[src/rtl/alu_pkg.sv]
// Shared types for the bit-serial ALU sequencer: slice opcodes and sequencer states.
package alu_pkg;

  typedef enum logic [2:0] {
    OpPassB = 3'b000,
    OpRsvd1 = 3'b001,
    OpAdd   = 3'b010,
    OpSub   = 3'b011,
    OpAnd   = 3'b100,
    OpOr    = 3'b101,
    OpXor   = 3'b110,
    OpRsvd7 = 3'b111
  } alu_op_e;

  typedef enum logic [1:0] {
    StIdle = 2'b00,
    StRun  = 2'b01,
    StDone = 2'b10
  } seq_state_e;

  // Only add/sub produce meaningful carry and overflow.
  function automatic logic is_arith(alu_op_e op);
    return (op == OpAdd) || (op == OpSub);
  endfunction

endpackage

[src/rtl/alu_bit_sequencer_if.sv]
// Request/result bundle between a client and the bit-serial ALU sequencer.
interface alu_bit_sequencer_if #(
  parameter int unsigned WIDTH = 64
);
  logic             start;
  logic             ready;
  logic [WIDTH-1:0] a;
  logic [WIDTH-1:0] b;
  logic [2:0]       cntrl;
  logic [WIDTH-1:0] result;
  logic             done;
  logic             negative;
  logic             zero;
  logic             overflow;
  logic             carry_out;

  modport master (
    output start, a, b, cntrl,
    input  ready, result, done, negative, zero, overflow, carry_out
  );

  modport slave (
    input  start, a, b, cntrl,
    output ready, result, done, negative, zero, overflow, carry_out
  );
endinterface

[src/rtl/alu_seq_flags.sv]
// Result flag registers, captured on the MSB write of an operation.
// Present only when ALU_SEQ_FLAGS_EN is defined; otherwise all flags are tied low.
module alu_seq_flags
  import alu_pkg::*;
#(
  parameter int unsigned WIDTH = 64
) (
  input  logic             clk,
  input  logic             reset,
  input  logic             update,
  input  alu_op_e          op,
  input  logic             msb_cin,
  input  logic             msb_cout,
  input  logic [WIDTH-1:0] result,
  output logic             negative,
  output logic             zero,
  output logic             overflow,
  output logic             carry_out
);

`ifdef ALU_SEQ_FLAGS_EN
  always_ff @(posedge clk or negedge reset) begin
    if (!reset) begin
      negative  <= 1'b0;
      zero      <= 1'b0;
      overflow  <= 1'b0;
      carry_out <= 1'b0;
    end else if (update) begin
      negative  <= result[WIDTH-1];
      zero      <= (result == '0);
      overflow  <= is_arith(op) ? (msb_cin ^ msb_cout) : 1'b0;
      carry_out <= is_arith(op) ? msb_cout : 1'b0;
    end
  end
`else
  assign negative  = 1'b0;
  assign zero      = 1'b0;
  assign overflow  = 1'b0;
  assign carry_out = 1'b0;

  logic unused_flag_inputs;
  assign unused_flag_inputs = ^{clk, reset, update, op, msb_cin, msb_cout, result};
`endif

endmodule

[src/rtl/alu_bit_sequencer.sv]
// Bit-serial ALU sequencer driving an external 1-bit slice, LSB first.
// Flag logic lives in alu_seq_flags and is enabled by ALU_SEQ_FLAGS_EN.
module alu_bit_sequencer
  import alu_pkg::*;
#(
  parameter int unsigned WIDTH = 64
) (
  input  logic                clk,
  input  logic                reset,
  alu_bit_sequencer_if.slave  bus,
  output logic                slice_a,
  output logic                slice_b,
  output logic                slice_cin,
  output logic [2:0]          slice_en,
  input  logic                slice_out,
  input  logic                slice_cout
);

  localparam int unsigned IdxW = (WIDTH > 1) ? $clog2(WIDTH) : 1;

  seq_state_e       state_q;
  alu_op_e          op_q;
  logic [IdxW-1:0]  idx_q;
  logic [WIDTH-1:0] a_q;
  logic [WIDTH-1:0] b_q;
  logic [WIDTH-1:0] result_q;
  logic [WIDTH-1:0] result_nxt;
  logic             carry_q;
  logic             primed_q;
  logic             done_q;
  logic             run;
  logic             msb_write;

  assign run       = (state_q == StRun);
  assign msb_write = run && primed_q && (idx_q == IdxW'(WIDTH - 1));

  always_comb begin
    result_nxt        = result_q;
    result_nxt[idx_q] = slice_out;
  end

  // The first RUN cycle only presents bit 0 to the slice; capture starts on the next edge.
  always_ff @(posedge clk or negedge reset) begin
    if (!reset) begin
      state_q  <= StIdle;
      op_q     <= OpPassB;
      idx_q    <= '0;
      a_q      <= '0;
      b_q      <= '0;
      result_q <= '0;
      carry_q  <= 1'b0;
      primed_q <= 1'b0;
      done_q   <= 1'b0;
    end else begin
      case (state_q)
        StIdle: begin
          if (bus.start) begin
            a_q      <= bus.a;
            b_q      <= bus.b;
            op_q     <= alu_op_e'(bus.cntrl);
            idx_q    <= '0;
            carry_q  <= (alu_op_e'(bus.cntrl) == OpSub);
            primed_q <= 1'b0;
            result_q <= '0;
            state_q  <= StRun;
          end
        end
        StRun: begin
          if (!primed_q) begin
            primed_q <= 1'b1;
          end else begin
            result_q <= result_nxt;
            carry_q  <= slice_cout;
            if (msb_write) begin
              state_q <= StDone;
              done_q  <= 1'b1;
            end else begin
              idx_q <= idx_q + 1'b1;
            end
          end
        end
        StDone: begin
          done_q  <= 1'b0;
          state_q <= StIdle;
        end
        default: state_q <= StIdle;
      endcase
    end
  end

  assign bus.ready  = (state_q == StIdle);
  assign bus.done   = done_q;
  assign bus.result = result_q;

  assign slice_a   = run & a_q[idx_q];
  assign slice_b   = run & b_q[idx_q];
  assign slice_cin = run & carry_q;
  assign slice_en  = run ? op_q : 3'b000;

  alu_seq_flags #(
    .WIDTH(WIDTH)
  ) u_flags (
    .clk      (clk),
    .reset    (reset),
    .update   (msb_write),
    .op       (op_q),
    .msb_cin  (carry_q),
    .msb_cout (slice_cout),
    .result   (result_nxt),
    .negative (bus.negative),
    .zero     (bus.zero),
    .overflow (bus.overflow),
    .carry_out(bus.carry_out)
  );

endmodule
[src/flat_wrapper.sv]
// flat-port wrapper written by rule: the top's interface ports become plain ports
module alu_bit_sequencer_flat import alu_pkg::*;
#(
  parameter int unsigned WIDTH = 64
)
  (clk, reset, slice_a, slice_b, slice_cin, slice_en, slice_out, slice_cout, bus_start, bus_a, bus_b, bus_cntrl, bus_ready, bus_result, bus_done, bus_negative, bus_zero, bus_overflow, bus_carry_out);
  alu_bit_sequencer_if #(.WIDTH(WIDTH)) bus_i ();
  input  logic clk;
  input  logic reset;
  output logic slice_a;
  output logic slice_b;
  output logic slice_cin;
  output logic [2:0] slice_en;
  input  logic slice_out;
  input  logic slice_cout;
  input wire logic [$bits(bus_i.start)-1:0] bus_start;
  input wire logic [$bits(bus_i.a)-1:0] bus_a;
  input wire logic [$bits(bus_i.b)-1:0] bus_b;
  input wire logic [$bits(bus_i.cntrl)-1:0] bus_cntrl;
  output wire logic [$bits(bus_i.ready)-1:0] bus_ready;
  output wire logic [$bits(bus_i.result)-1:0] bus_result;
  output wire logic [$bits(bus_i.done)-1:0] bus_done;
  output wire logic [$bits(bus_i.negative)-1:0] bus_negative;
  output wire logic [$bits(bus_i.zero)-1:0] bus_zero;
  output wire logic [$bits(bus_i.overflow)-1:0] bus_overflow;
  output wire logic [$bits(bus_i.carry_out)-1:0] bus_carry_out;
  assign bus_i.start = bus_start;
  assign bus_i.a = bus_a;
  assign bus_i.b = bus_b;
  assign bus_i.cntrl = bus_cntrl;
  assign bus_ready = bus_i.ready;
  assign bus_result = bus_i.result;
  assign bus_done = bus_i.done;
  assign bus_negative = bus_i.negative;
  assign bus_zero = bus_i.zero;
  assign bus_overflow = bus_i.overflow;
  assign bus_carry_out = bus_i.carry_out;
  alu_bit_sequencer #(.WIDTH(WIDTH)) u_core (.clk(clk), .reset(reset), .bus(bus_i), .slice_a(slice_a), .slice_b(slice_b), .slice_cin(slice_cin), .slice_en(slice_en), .slice_out(slice_out), .slice_cout(slice_cout));
endmodule
[config.mk]
export PLATFORM = sky130hd
export DESIGN_NAME = alu_bit_sequencer_flat
export DESIGN_NICKNAME = d
export VERILOG_FILES = /design/src/rtl/alu_pkg.sv /design/src/rtl/alu_bit_sequencer_if.sv /design/src/rtl/alu_seq_flags.sv /design/src/rtl/alu_bit_sequencer.sv /design/src/flat_wrapper.sv
export SDC_FILE = /design/constraint.sdc
export NUM_CORES = 1
export LEC_CHECK = 0
export ABC_AREA = 1
export CORE_UTILIZATION = 52
export DETAILED_ROUTE_END_ITERATION = 10
export MAX_ROUTING_LAYER = met4
export PLACE_DENSITY = 0.81
export SLEW_MARGIN = 20
export SYNTH_ARGS = -nofsm -noshare
export SYNTH_HDL_FRONTEND = slang
export SYNTH_SLANG_ARGS = --single-unit
[constraint.sdc]
create_clock -name clk -period 2.8 [get_ports clk]
set_clock_uncertainty 0.1 [all_clocks]
set_input_delay 0.84 -clock clk [delete_from_list [all_inputs] [get_ports clk]]
set_output_delay 0.84 -clock clk [all_outputs]
set_load 0.02 [all_outputs]
Word-level counts from Yosys, hierarchy flattened
Index checks and enable logic that the tools add are counted.
{"block": "word_totals", "in_bits": 136, "elab_cells": 62, "reg_bits": 206, "out_inout_bits": 76}
{"block": "classes", "reduce_logical": 12, "n_addsub": 1, "magnitude_cmp": 2, "eq_ne": 8, "bitwise_logic": 3, "mux": 27}
{"operator": "64-bit 2-to-1 mux", "count": 2}
{"operator": "64-bit case mux with 2 select lines", "count": 1}
{"operator": "64-bit bitwise mux", "count": 1}
{"operator": "6-bit 2-to-1 mux", "count": 3}
{"operator": "1-bit binary-select mux with 6-bit select", "count": 2}
{"operator": "6-bit case mux with 2 select lines", "count": 1}
{"operator": "3-bit AND reduction", "count": 3}
{"operator": "1-bit 2-to-1 mux", "count": 8}
{"operator": "6-bit by 7-bit less-than comparator with 1-bit output (second input constant)", "count": 1}
{"operator": "6-bit by 1-bit adder with 6-bit output (second input constant)", "count": 1}
{"operator": "1-bit demux with 6-bit select", "count": 1}
{"operator": "6-bit equality test (second input constant)", "count": 1}
{"operator": "6-bit by 1-bit >= comparator with 1-bit output (second input constant)", "count": 1}
{"operator": "2-bit 2-to-1 mux", "count": 3}
{"operator": "2-bit inequality test (second input constant)", "count": 3}
{"operator": "1-bit case mux with 2 select lines", "count": 3}
{"operator": "2-bit case mux with 2 select lines", "count": 1}
{"operator": "2-bit AND reduction", "count": 2}
{"operator": "4-bit AND reduction", "count": 1}
{"operator": "2-bit nonzero test", "count": 2}
{"operator": "1-bit bitwise AND", "count": 3}
{"operator": "3-bit by 2-bit equality test with 1-bit output (second input constant)", "count": 1}
{"operator": "1-bit logical AND", "count": 3}
{"operator": "3-bit 2-to-1 mux", "count": 1}
{"operator": "other kinds (4)", "count": 4}

Depth between registers and ports, before layout
Gate-level depths: netlist (run 1).
{"block": "depth", "word_depth": 7, "ltp_mapped": 14, "ltp_nobuf": 11}

By module
Synthesis (run 1) repeated with hierarchy kept, for this count alone.
{"block": "hier_totals", "cells_unflattened": 1283, "area_unflattened_um2": 10067.2}
{"module": "alu_bit_sequencer", "instances": 1, "cells_each": 1278, "seq_area_each_um2": 5154.9, "area_each_um2": 10033.4}
{"module": "alu_seq_flags", "instances": 1, "cells_each": 5, "seq_area_each_um2": 0.0, "area_each_um2": 33.8}

Least setup slack after synthesis (run 1)
Ideal clock, no wire load.
{"block": "synth_path", "kind": "reg2out", "startpoint": "register u_core.idx_q[0]", "endpoint": "output slice_b", "path_buffers": 3, "t_required_ps": 1860, "setup_slack_ps": 275, "arrival_time_ps": 1585, "path_stages_with_launch": 15, "path_cell_list": "dfrtp_1 -> buf_4 -> inv_2 -> buf_6 -> buf_6 -> nand2_1 -> nand2_1 -> nand2_1 -> nand2_1 -> nand2_1 -> nand2_1 -> nand2_1 -> nand2_1 -> nor2_1 -> a21oi_1"}
{"block": "synth_via", "elab_chain_len": 3}
{"element": "start: declaration", "line": "alu_bit_sequencer.sv:23", "text": "logic [IdxW-1:0] idx_q;"}
{"element": "start signal: assignment", "line": "alu_bit_sequencer.sv:78", "text": "idx_q <= idx_q + 1'b1;"}
{"element": "1-bit binary-select mux with 6-bit select", "line": "alu_bit_sequencer.sv:96", "text": "assign slice_b = run & b_q[idx_q];"}
{"element": "1-bit 2-to-1 mux (not written as such)", "line": "alu_bit_sequencer.sv:96"}
{"element": "1-bit bitwise AND", "line": "alu_bit_sequencer.sv:96"}
{"element": "end: declaration", "line": "flat_wrapper.sv:11", "text": "output logic slice_b;"}
Every way passes these cells. The select of a mux whose other input is x is not followed.

Worst setup path in the final report (run 1)
Ends and elaborated chain as after synthesis.

==> flow_metrics.py, run 1 <==
metrics = {
    "place": {
        "io_buffers": 207,
        "place_area_mm2": 0.0129,
        "dpl.cell_count": 1830,
        "place_congestion": 0.861,
        "hpwl_um": 19700,
    },
    "synth": {
        "syn_area_mm2": 0.0103,
        "seq_area_frac_synth_pct": 50.0,
        "synth_top_flop_cell": "dfrtp_1",
        "synth_top_family_by_area": "simple AND/OR/NAND/NOR gates",
        "syn_area_per_cell_um2": 7.48,
        "synth-edff-count": 0,
        "synth.area.top_cells": "dfrtp_1, nand2_1, o31ai_1, o21ai_0, inv_1",
        "synth-simple-area-share_pct": 32.0,
        "synth_top_area_share_pct": 50.0,
        "synth_xor_area_share_pct": 0,
        "synth_common_cells": "nand2_1, dfrtp_1, inv_1",
        "synth.mux.area_fraction_pct": 0,
        "synth_cells": 1379,
        "yosysMostFrequentCell": "nand2_1",
        "synth-seq-cells": 206,
        "async_flop_share_pct": 100,
        "ys.warnings.count": 0,
        "yosysTopAreaCell": "dfrtp_1",
        "synth-compound-area-share_pct": 10.1,
        "synth_adder_area_share_pct": 0.607,
        "ys_types": 33,
    },
    "pwr": {
        "powerDensity_mw_per_mm2": 922,
        "leakage_nw": 6.82,
        "finalPower_mw": 12.7,
        "vdd_drop_max_v": 0.000677,
    },
    "worst_setup_path": {
        "path_max_fanout": 8,
        "r2r_cells": 12,
        "critPathKind": "register to output port",
        "path_delay_family": "simple AND/OR/NAND/NOR gates",
        "cp_common_cell": "nand2_1",
        "cp-endpoint": "slice_b",
        "cpPeakStageDelay_ns": 0.44,
        "worstPathRequired_ns": 1.86,
        "cp_num_buf_inv": 3,
        "path_depth": 13,
        "rrSetupSlack_ns": 0.40,
        "crit_chain": "buf_8 -> clkbuf_16 -> nand2_1 -> nand2_1 -> nand2_1 -> nand2_1 -> nand2_1 -> nand2_1 -> nand2_1 -> nand2_2 -> nor2_4 -> a21oi_2 -> buf_6",
        "reg2reg_from": "u_core.state_q[1]$_DFFE_PN0P_",
        "crit_path_start_kind": "register",
        "cp-end-kind": "output port",
        "rr_endpoint": "u_core.bus.result[3]$_DFFE_PN0P_",
        "crit_slowest_cell": "dfrtp_2",
        "startpoint": "u_core.idx_q[0]$_DFFE_PN0P_",
        "cp.arrival_ns": 2.18,
    },
    "run": {
        "cap_violations": 0,
    },
    "drt": {
        "viasPerCell": 5.31,
        "first_pass_iters": 5,
        "drc_errors": 0,
        "wl_per_cell_um": 15.6,
        "ant_nets": 0,
        "drt_iter0_drc": 773,
        "via_count": 9937,
        "wirelength_um": 29200,
    },
    "cts": {
        "h-tree-depth": 1,
        "numCtsBuffers": 22,
        "clock-sinks": 206,
        "cts_buffer_depth": 3,
        "path_clk_slew_ns": 0.06,
        "ctsHoldBuffers": 0,
        "cts_root_buf": "clkbuf_16",
        "cts_setup_buffers": 0,
        "insertion_delay_ns": 0.50,
        "cts_tree": "done",
    },
    "floorplan": {
        "start_util_pct": 53.0,
        "row_count": 51,
        "die_y_um": 143,
        "core_mm2": 0.0195,
        "ios": 212,
        "die-area_mm2": 0.0204,
        "die_x_um": 143,
    },
    "timing": {
        "slew_viol_final": 0,
        "rsz0062_at_grt": "true",
        "worst_slew_pin_slew_ns": 0.561,
        "setup_viol": 2,
        "fin_crit_ns": 3.12,
        "fin_setup_tns_ns": -0.627,
        "hold_viol_final": 0,
        "relSlewSlack_pct": 62.6,
        "fin_ws_ns": -0.323,
        "timing.final.crit_share_pct": 112,
        "clock.fmax_mhz": 320,
    },
    "layout": {
        "diodes": 0,
        "final_nets": 1733,
        "fillerInstances": 1500,
        "design_area_mm2": 0.0138,
        "utilization_pct": 70.8,
        "drive_gt1_share_pct": 10.1,
        "area_growth_pct": 33.6,
        "final_cells": 1873,
    },
    "grt": {
        "grt_overflow": 0,
        "gr-usage-all-layers_pct": 29.9,
        "grt_first_pass_wirelength_um": 46900,
        "antenna_found_initial": 0,
        "grt_max_degree": 90,
        "grt_pass1_vias": 9339,
    },
    "run_status": {
        "violations": "negative setup slack",
        "status": "finished with violations",
    },
    "hold_path": {
        "hold_path.class": "input pin to asynchronous set/reset pin",
    },
}
[layout by cell type (no fill, tap or decap), types with 25 or more instances in the layout]
master,n
buf_4,39
o21ai_0,55
a21oi_1,27
inv_1,61
nand2_1,768
dfrtp_1,204
o22ai_1,27
o31ai_1,38
clkbuf_16,25
clkdlybuf4s50_1,199
[logic make-up after synthesis]
family,after synthesis
flip-flops,206
buffers and inverters,163
AND/OR/NAND/NOR,829
other,1
AO/OA/AOI/OAI,175
adder cells (fa/ha/maj),5
[metal layers]
| layer | up-vias | track usage, % | share of wire, % |
|---|---|---|---|
| li1 | 4736 | - | - |
| met1 | 4614 | 38.8 | 41 |
| met2 | 508 | 47.8 | 48 |
| met3 | 79 | 4.29 | 7.9 |
| met4 | 0 | 11.3 | 3.1 |
| met5 | - | - | 0 |
[power by group]
group / leakage (nW) / switching (mW) / internal [mW]
registers: 2.65 / 0.577 / 3.95
clock network: 0.353 / 1.17 / 1.72
logic: 3.81 / 3.31 / 1.98
total: 6.82 / 5.05 / 7.65
[layout make-up]
class | instances | area, um2 | share of cell area, %
timing repair buffer | 267 | 2770 | 20.1
clock buffer | 38 | 712 | 5.17
multi-input combinational | 1013 | 4470 | 32.4
tap | 265 | 332 | 2.41
sequential | 206 | 5160 | 37.4
clock inverter | 2 | 12.5 | 0.0908
inverter | 82 | 320 | 2.33
[through the flow]
stage / setup slack (ns) / hold slack [ns]
after global placement: -0.259 / 0.357
after CTS: -0.318 / 0.247
after detailed placement: -0.270 / 0.358
after global routing: -0.429 / 0.261
final: -0.323 / 0.223
after floorplan: 0.275 / 0.341
[state kept, by name, indices dropped and copies added, names as in the netlist]
signal             cells
u_core.state_q         2
u_core.b_q            64
u_core.primed_q        1
u_core.carry_q         1
u_core.bus.result     64
u_core.a_q            64
u_core.op_q            3
u_core.idx_q           6
u_core.bus.done        1
[worst min path at each step]
stage | end | cells past startpoint | start | slack, ns
finish | u_core.bus.result[47]$_DFFE_PN0P_ | 1 | reset | 0.22
global route | u_core.bus.result[47]$_DFFE_PN0P_ | 1 | reset | 0.26
CTS | u_core.bus.result[47]$_DFFE_PN0P_ | 1 | reset | 0.25
detailed placement | u_core.a_q[32]$_DFFE_PN0P_ | 2 | u_core.a_q[32]$_DFFE_PN0P_ | 0.36
global placement | u_core.a_q[32]$_DFFE_PN0P_ | 2 | u_core.a_q[32]$_DFFE_PN0P_ | 0.36
floorplan | u_core.a_q[24]$_DFFE_PN0P_ | 2 | u_core.a_q[24]$_DFFE_PN0P_ | 0.34
[timing repair]
action | 4_1_cts | 5_1_grt
gates resized for setup | 24 | 24
endpoints found under the setup margin | 7 | 6
pin swaps | 0 | 8
gates cloned | 1 | 2
(Power assumes the default switching activity.)
==> run 2, diff against run 1 <==
--- a/config.mk
+++ b/config.mk
@@ -6,6 +6,7 @@
 export NUM_CORES = 1
 export LEC_CHECK = 0
 export ABC_AREA = 1
+export CAP_MARGIN = 30
 export CORE_UTILIZATION = 52
 export DETAILED_ROUTE_END_ITERATION = 10
 export MAX_ROUTING_LAYER = met4
==> constraint.sdc (replaced) <==
create_clock -name clk -period 3.36 [get_ports clk]
set_clock_uncertainty 0.1 [all_clocks]
set_input_delay 1.008 -clock clk [delete_from_list [all_inputs] [get_ports clk]]
set_output_delay 1.008 -clock clk [all_outputs]
set_load 0.05 [all_outputs]
==> flow_metrics.py, run 2 (same netlist as run 1, synthesis figures left out) <==
metrics = {
    "worst_setup_path": {
        "crit_slowest_cell": "dfrtp_2",
        "cp-end-kind": "output port",
        "cp_common_cell": "nand2_1",
        "path_delay_family": "simple AND/OR/NAND/NOR gates",
        "critPathKind": "register to output port",
        "cp_num_buf_inv": 3,
        "crit_path_start_kind": "register",
        "crit_chain": "buf_6 -> clkbuf_16 -> nand2_2 -> nand2_1 -> nand2_1 -> nand2_1 -> nand2_1 -> nand2_1 -> nand2_1 -> nand2_1 -> nor2_2 -> a21oi_4 -> buf_12",
        "cpPeakStageDelay_ns": 0.50,
        "cp.arrival_ns": 2.43,
        "path_max_fanout": 5,
        "worstPathRequired_ns": 2.25,
    },
    "run_status": {
        "status": "finished with violations",
        "violations": "negative setup slack",
    },
    "layout": {
        "utilization_pct": 70.2,
        "layout_common_cells": "nand2_1, dfrtp_1, clkdlybuf4s50_1",
        "fillerInstances": 1514,
        "regArea_mm2": 0.00516,
        "diodes": 0,
        "final_nets": 1714,
        "drive_gt1_share_pct": 9.32,
        "area_growth_pct": 32.6,
        "multi_input_area_mm2": 0.00448,
        "mostFrequentLayoutCell": "nand2_1",
    },
    "timing": {
        "timing.final.crit_share_pct": 105,
        "rsz0062_at_grt": "true",
        "worst_slew_pin_slew_ns": 0.591,
        "clock.fmax_mhz": 283,
        "fin_crit_ns": 3.54,
        "slew_viol_final": 0,
        "relSlewSlack_pct": 60.6,
        "hold_viol_final": 0,
        "fin_ws_ns": -0.178,
        "setup_viol": 2,
    },
    "floorplan": {
        "start_util_pct": 53.0,
        "core_mm2": 0.0195,
        "row_count": 51,
        "die_y_um": 143,
        "ios": 212,
        "die-area_mm2": 0.0204,
        "die_x_um": 143,
    },
    "grt": {
        "grt_overflow": 0,
        "gr-usage-all-layers_pct": 28.5,
        "grt_pass1_vias": 8755,
        "grt_first_pass_wirelength_um": 44800,
        "antenna_found_initial": 0,
        "grt_max_degree": 120,
    },
    "cts": {
        "cts_root_buf": "clkbuf_16",
        "cts_buffer_depth": 3,
        "ctsHoldBuffers": 0,
        "h-tree-depth": 1,
        "numCtsBuffers": 22,
        "cts_tree": "done",
        "insertion_delay_ns": 0.51,
        "path_clk_slew_ns": 0.06,
        "clock-sinks": 206,
    },
    "pwr": {
        "leakage_nw": 6.76,
        "switching_power_mw": 4.40,
        "powerDensity_mw_per_mm2": 787,
        "switching_share_pct": 40.9,
        "internal_power_mw": 6.36,
        "seqPwrFrac_pct": 35.0,
        "vdd_drop_max_v": 0.000415,
        "clkPwrFrac_pct": 22.2,
        "p_comb_share_pct": 42.9,
        "finalPower_mw": 10.8,
    },
    "drt": {
        "viasPerCell": 5.32,
        "ant_nets": 0,
        "drc_errors": 0,
        "drt_iter0_drc": 990,
        "first_pass_iters": 7,
        "via_count": 9861,
        "wl_per_cell_um": 15.8,
        "wirelength_um": 29400,
    },
    "place": {
        "place_congestion": 0.839,
        "hpwl_um": 18300,
        "place_ws_ns": 0.264,
        "io_buffers": 207,
    },
    "run": {
        "cap_violations": 0,
    },
    "hold_path": {
        "hold_path.class": "register to register",
    },
}
-- run 2: cell count changes in the layout (fill, tap and decap cells not counted), sizes merged, moves of 2 or more --
cell          before  now
clkbuf            44   41
dlymetal6s2s       0    2
buf               59   40
clkinv             2    4
-- run 2: worst paths after layout --
kind | slack, ns | cells past startpoint | to | start
setup / recovery | -0.18 | 13 | slice_b | u_core.idx_q[0]$_DFFE_PN0P_
hold / removal | 0.38 | 2 | u_core.b_q[48]$_DFFE_PN0P_ | u_core.b_q[48]$_DFFE_PN0P_
setup reg to reg | 0.76 | 11 | u_core.bus.result[11]$_DFFE_PN0P_ | u_core.state_q[1]$_DFFE_PN0P_
hold reg to reg | 0.38 | 2 | u_core.b_q[48]$_DFFE_PN0P_ | u_core.b_q[48]$_DFFE_PN0P_
max in group asynchronous | 1.93 | 2 | u_core.op_q[0]$_DFFE_PN0P_ | reset
min in group asynchronous | 0.39 | 1 | u_core.bus.result[47]$_DFFE_PN0P_ | reset
-- run 2: worst min-delay path: cells and delay by family (launching register included) --
kind / cells / cell delay [ns]
AND/OR/NAND/NOR: 2 / 0.10
flip-flops: 1 / 0.34
-- run 2: final cells by class --
class / count / area share, %
tap: 265 / 2.43
sequential: 206 / 37.7
inverter: 82 / 2.38
clock buffer: 35 / 5.05
clock inverter: 4 / 0.146
timing repair buffer: 248 / 19.5
multi-input combinational: 1013 / 32.8
-- run 2: power groups by stage --
| stage | combinational [mW] | clock [mW] | sequential, mW |
|---|---|---|---|
| 5_1_grt | 5.15 | 2.51 | 3.84 |
| 3_5_place_dp | 4.15 | 0 | 3.75 |
| 4_1_cts | 4.28 | 2.41 | 3.73 |
| 2_1_floorplan | 3.03 | 0 | 3.68 |
| 6_report | 4.61 | 2.39 | 3.76 |
| 3_3_place_gp | 4.07 | 0 | 3.72 |
-- run 2: routing by layer --
metal,global-route usage [%],vias to the layer above,wire [um]
li1,-,4692,-
met1,39.2,4623,12200
met2,45.0,484,14100
met3,3.45,62,2430
met4,7.30,0,721
met5,-,-,0
-- run 2: stage by stage --
stage | TNS, ns | std cells | hold WS (ns) | instance area [um2]
final | -0.235 | 1853 | 0.378 | 13700
after global placement | 0 | 1795 | 0.355 | 12600
after floorplan | 0 | 1382 | 0.341 | 10300
after detailed placement | 0 | 1795 | 0.359 | 12600
after global routing | -0.380 | 1853 | 0.391 | 13700
after CTS | -0.133 | 1838 | 0.380 | 13400
-- run 2: repair_timing --
action | 4_1_cts | 5_1_grt
cloned | 1 | 8
resized for setup | 13 | 25
endpoints found under the setup margin | 2 | 5
setup buffers | 3 | 8
pin swaps | 3 | 21
==> run 3, diff against run 2 <==
--- a/config.mk
+++ b/config.mk
@@ -9,7 +9,6 @@
 export CAP_MARGIN = 30
 export CORE_UTILIZATION = 52
 export DETAILED_ROUTE_END_ITERATION = 10
-export MAX_ROUTING_LAYER = met4
 export PLACE_DENSITY = 0.81
 export SLEW_MARGIN = 20
 export SYNTH_ARGS = -nofsm -noshare
==> flow_metrics.py, run 3 (same netlist as run 1, synthesis figures left out) <==
metrics = {
    "run_status": {
        "status": "finished with violations",
        "violations": "negative setup slack",
    },
    "worst_setup_path": {
        "worstPathRequired_ns": 2.25,
        "critPathKind": "register to output port",
        "cp-end-kind": "output port",
        "cp.arrival_ns": 2.37,
        "rrSetupSlack_ns": 0.74,
        "crit_path_start_kind": "register",
        "path_max_fanout": 5,
    },
    "grt": {
        "grt_max_degree": 120,
        "grt_first_pass_wirelength_um": 44800,
        "grt_pass1_vias": 8766,
        "antenna_found_initial": 0,
        "gr-usage-all-layers_pct": 27.7,
        "grt_overflow": 0,
    },
    "pwr": {
        "p_comb_share_pct": 42.9,
        "powerDensity_mw_per_mm2": 786,
        "vdd_drop_max_v": 0.000420,
        "seqPwrFrac_pct": 34.9,
        "internal_power_mw": 6.36,
        "finalPower_mw": 10.8,
        "clkPwrFrac_pct": 22.1,
        "switching_share_pct": 40.8,
        "leakage_nw": 6.77,
        "switching_power_mw": 4.39,
    },
    "floorplan": {
        "die-area_mm2": 0.0204,
        "die_y_um": 143,
        "start_util_pct": 53.0,
        "die_x_um": 143,
        "row_count": 51,
        "ios": 212,
        "core_mm2": 0.0195,
    },
    "timing": {
        "relSlewSlack_pct": 61.2,
        "clock.fmax_mhz": 288,
        "rsz0062_at_grt": "true",
        "timing.final.crit_share_pct": 103,
        "worst_slew_pin_slew_ns": 0.583,
        "fin_ws_ns": -0.117,
        "slew_viol_final": 0,
        "setup_viol": 2,
        "fin_setup_tns_ns": -0.156,
        "hold_viol_final": 0,
        "fin_crit_ns": 3.48,
    },
    "cts": {
        "h-tree-depth": 1,
        "insertion_delay_ns": 0.51,
        "numCtsBuffers": 22,
        "cts_buffer_depth": 3,
        "cts_root_buf": "clkbuf_16",
        "path_clk_slew_ns": 0.06,
        "clock-sinks": 206,
        "cts_tree": "done",
    },
    "layout": {
        "diodes": 0,
        "utilization_pct": 70.3,
        "mostFrequentLayoutCell": "nand2_1",
        "layout_common_cells": "nand2_1, dfrtp_1, clkdlybuf4s50_1",
        "area_growth_pct": 32.7,
        "design_area_mm2": 0.0137,
        "final_nets": 1714,
        "final_cells": 1853,
        "drive_gt1_share_pct": 9.51,
    },
    "place": {
        "place_congestion": 0.826,
        "place_area_mm2": 0.0126,
        "hpwl_um": 18300,
        "io_buffers": 207,
        "dpl.cell_count": 1795,
    },
    "drt": {
        "drc_errors": 0,
        "drt_iter0_drc": 962,
        "via_count": 9811,
        "viasPerCell": 5.29,
        "wl_per_cell_um": 15.7,
        "wirelength_um": 29100,
        "first_pass_iters": 8,
        "ant_nets": 0,
    },
    "hold_path": {
        "hold_path.class": "register to register",
    },
    "run": {
        "cap_violations": 0,
    },
}
[run 3: cell count changes in the layout (fill, tap and decap cells not counted)]
| cell | before | now |
|---|---|---|
| nand2_1 | 766 | 763 |
| nand2_2 | 8 | 11 |
| buf_6 | 7 | 6 |
| buf_8 | 0 | 1 |
[run 3: power groups by stage]
stage	sequential [mW]	combinational [mW]	clock, mW
global route	3.83	5.14	2.50
CTS	3.73	4.28	2.41
floorplan	3.68	3.03	0
detailed placement	3.75	4.15	0
global placement	3.72	4.07	0
finish	3.76	4.62	2.38
[run 3: final cells by class]
cell class	count	area [um2]
clock buffer	35	691
clock inverter	4	20.0
fill	1512	5780
inverter	82	325
multi-input combinational	1013	4490
sequential	206	5160
tap	265	332
timing repair buffer	248	2670
[run 3: worst paths after layout]
path	startpoint	endpoint	cells past startpoint
max	u_core.idx_q[0]$_DFFE_PN0P_	slice_b	13
min	u_core.b_q[21]$_DFFE_PN0P_	u_core.b_q[21]$_DFFE_PN0P_	2
max reg2reg	u_core.state_q[1]$_DFFE_PN0P_	u_core.bus.result[11]$_DFFE_PN0P_	11
min reg2reg	u_core.b_q[21]$_DFFE_PN0P_	u_core.b_q[21]$_DFFE_PN0P_	2
max in group asynchronous	reset	u_core.a_q[38]$_DFFE_PN0P_	2
min in group asynchronous	reset	u_core.bus.result[47]$_DFFE_PN0P_	1
[run 3: critical path, stage by stage, from the launching register on]
cell	delay, ns
dfrtp_2	0.50
buf_6	0.19
buf_6	0.14
nand2_1	0.05
nand2_1	0.07
nand2_1	0.05
nand2_1	0.08
nand2_1	0.09
nand2_1	0.11
nand2_1	0.05
nand2_1	0.10
nor2_2	0.06
a21oi_4	0.21
buf_12	0.16
[run 3: repair_timing]
action,CTS,global route
cloned,1,8
endpoints found under the setup margin,2,5
pin swaps,3,21
resized for setup,13,29
hold buffers,0,0
buffers inserted,3,8
[run 3: metal layers]
metal  global-route usage, %  share of wire (%)  vias to the layer above
li1                        -                  -                     4695
met1                    39.1                 42                     4596
met2                    45.0                 49                      475
met3                    3.59                8.3                       45
met4                    7.13                1.6                        0
met5                       0                  0                        -
[run 3: per-stage QoR]
step / hold slack, ns / worst slack (ns)
after floorplan: 0.341 / 0.250
after global placement: 0.355 / 0.277
after detailed placement: 0.359 / 0.264
after CTS: 0.380 / -0.107
after global routing: 0.391 / -0.191
final: 0.381 / -0.117
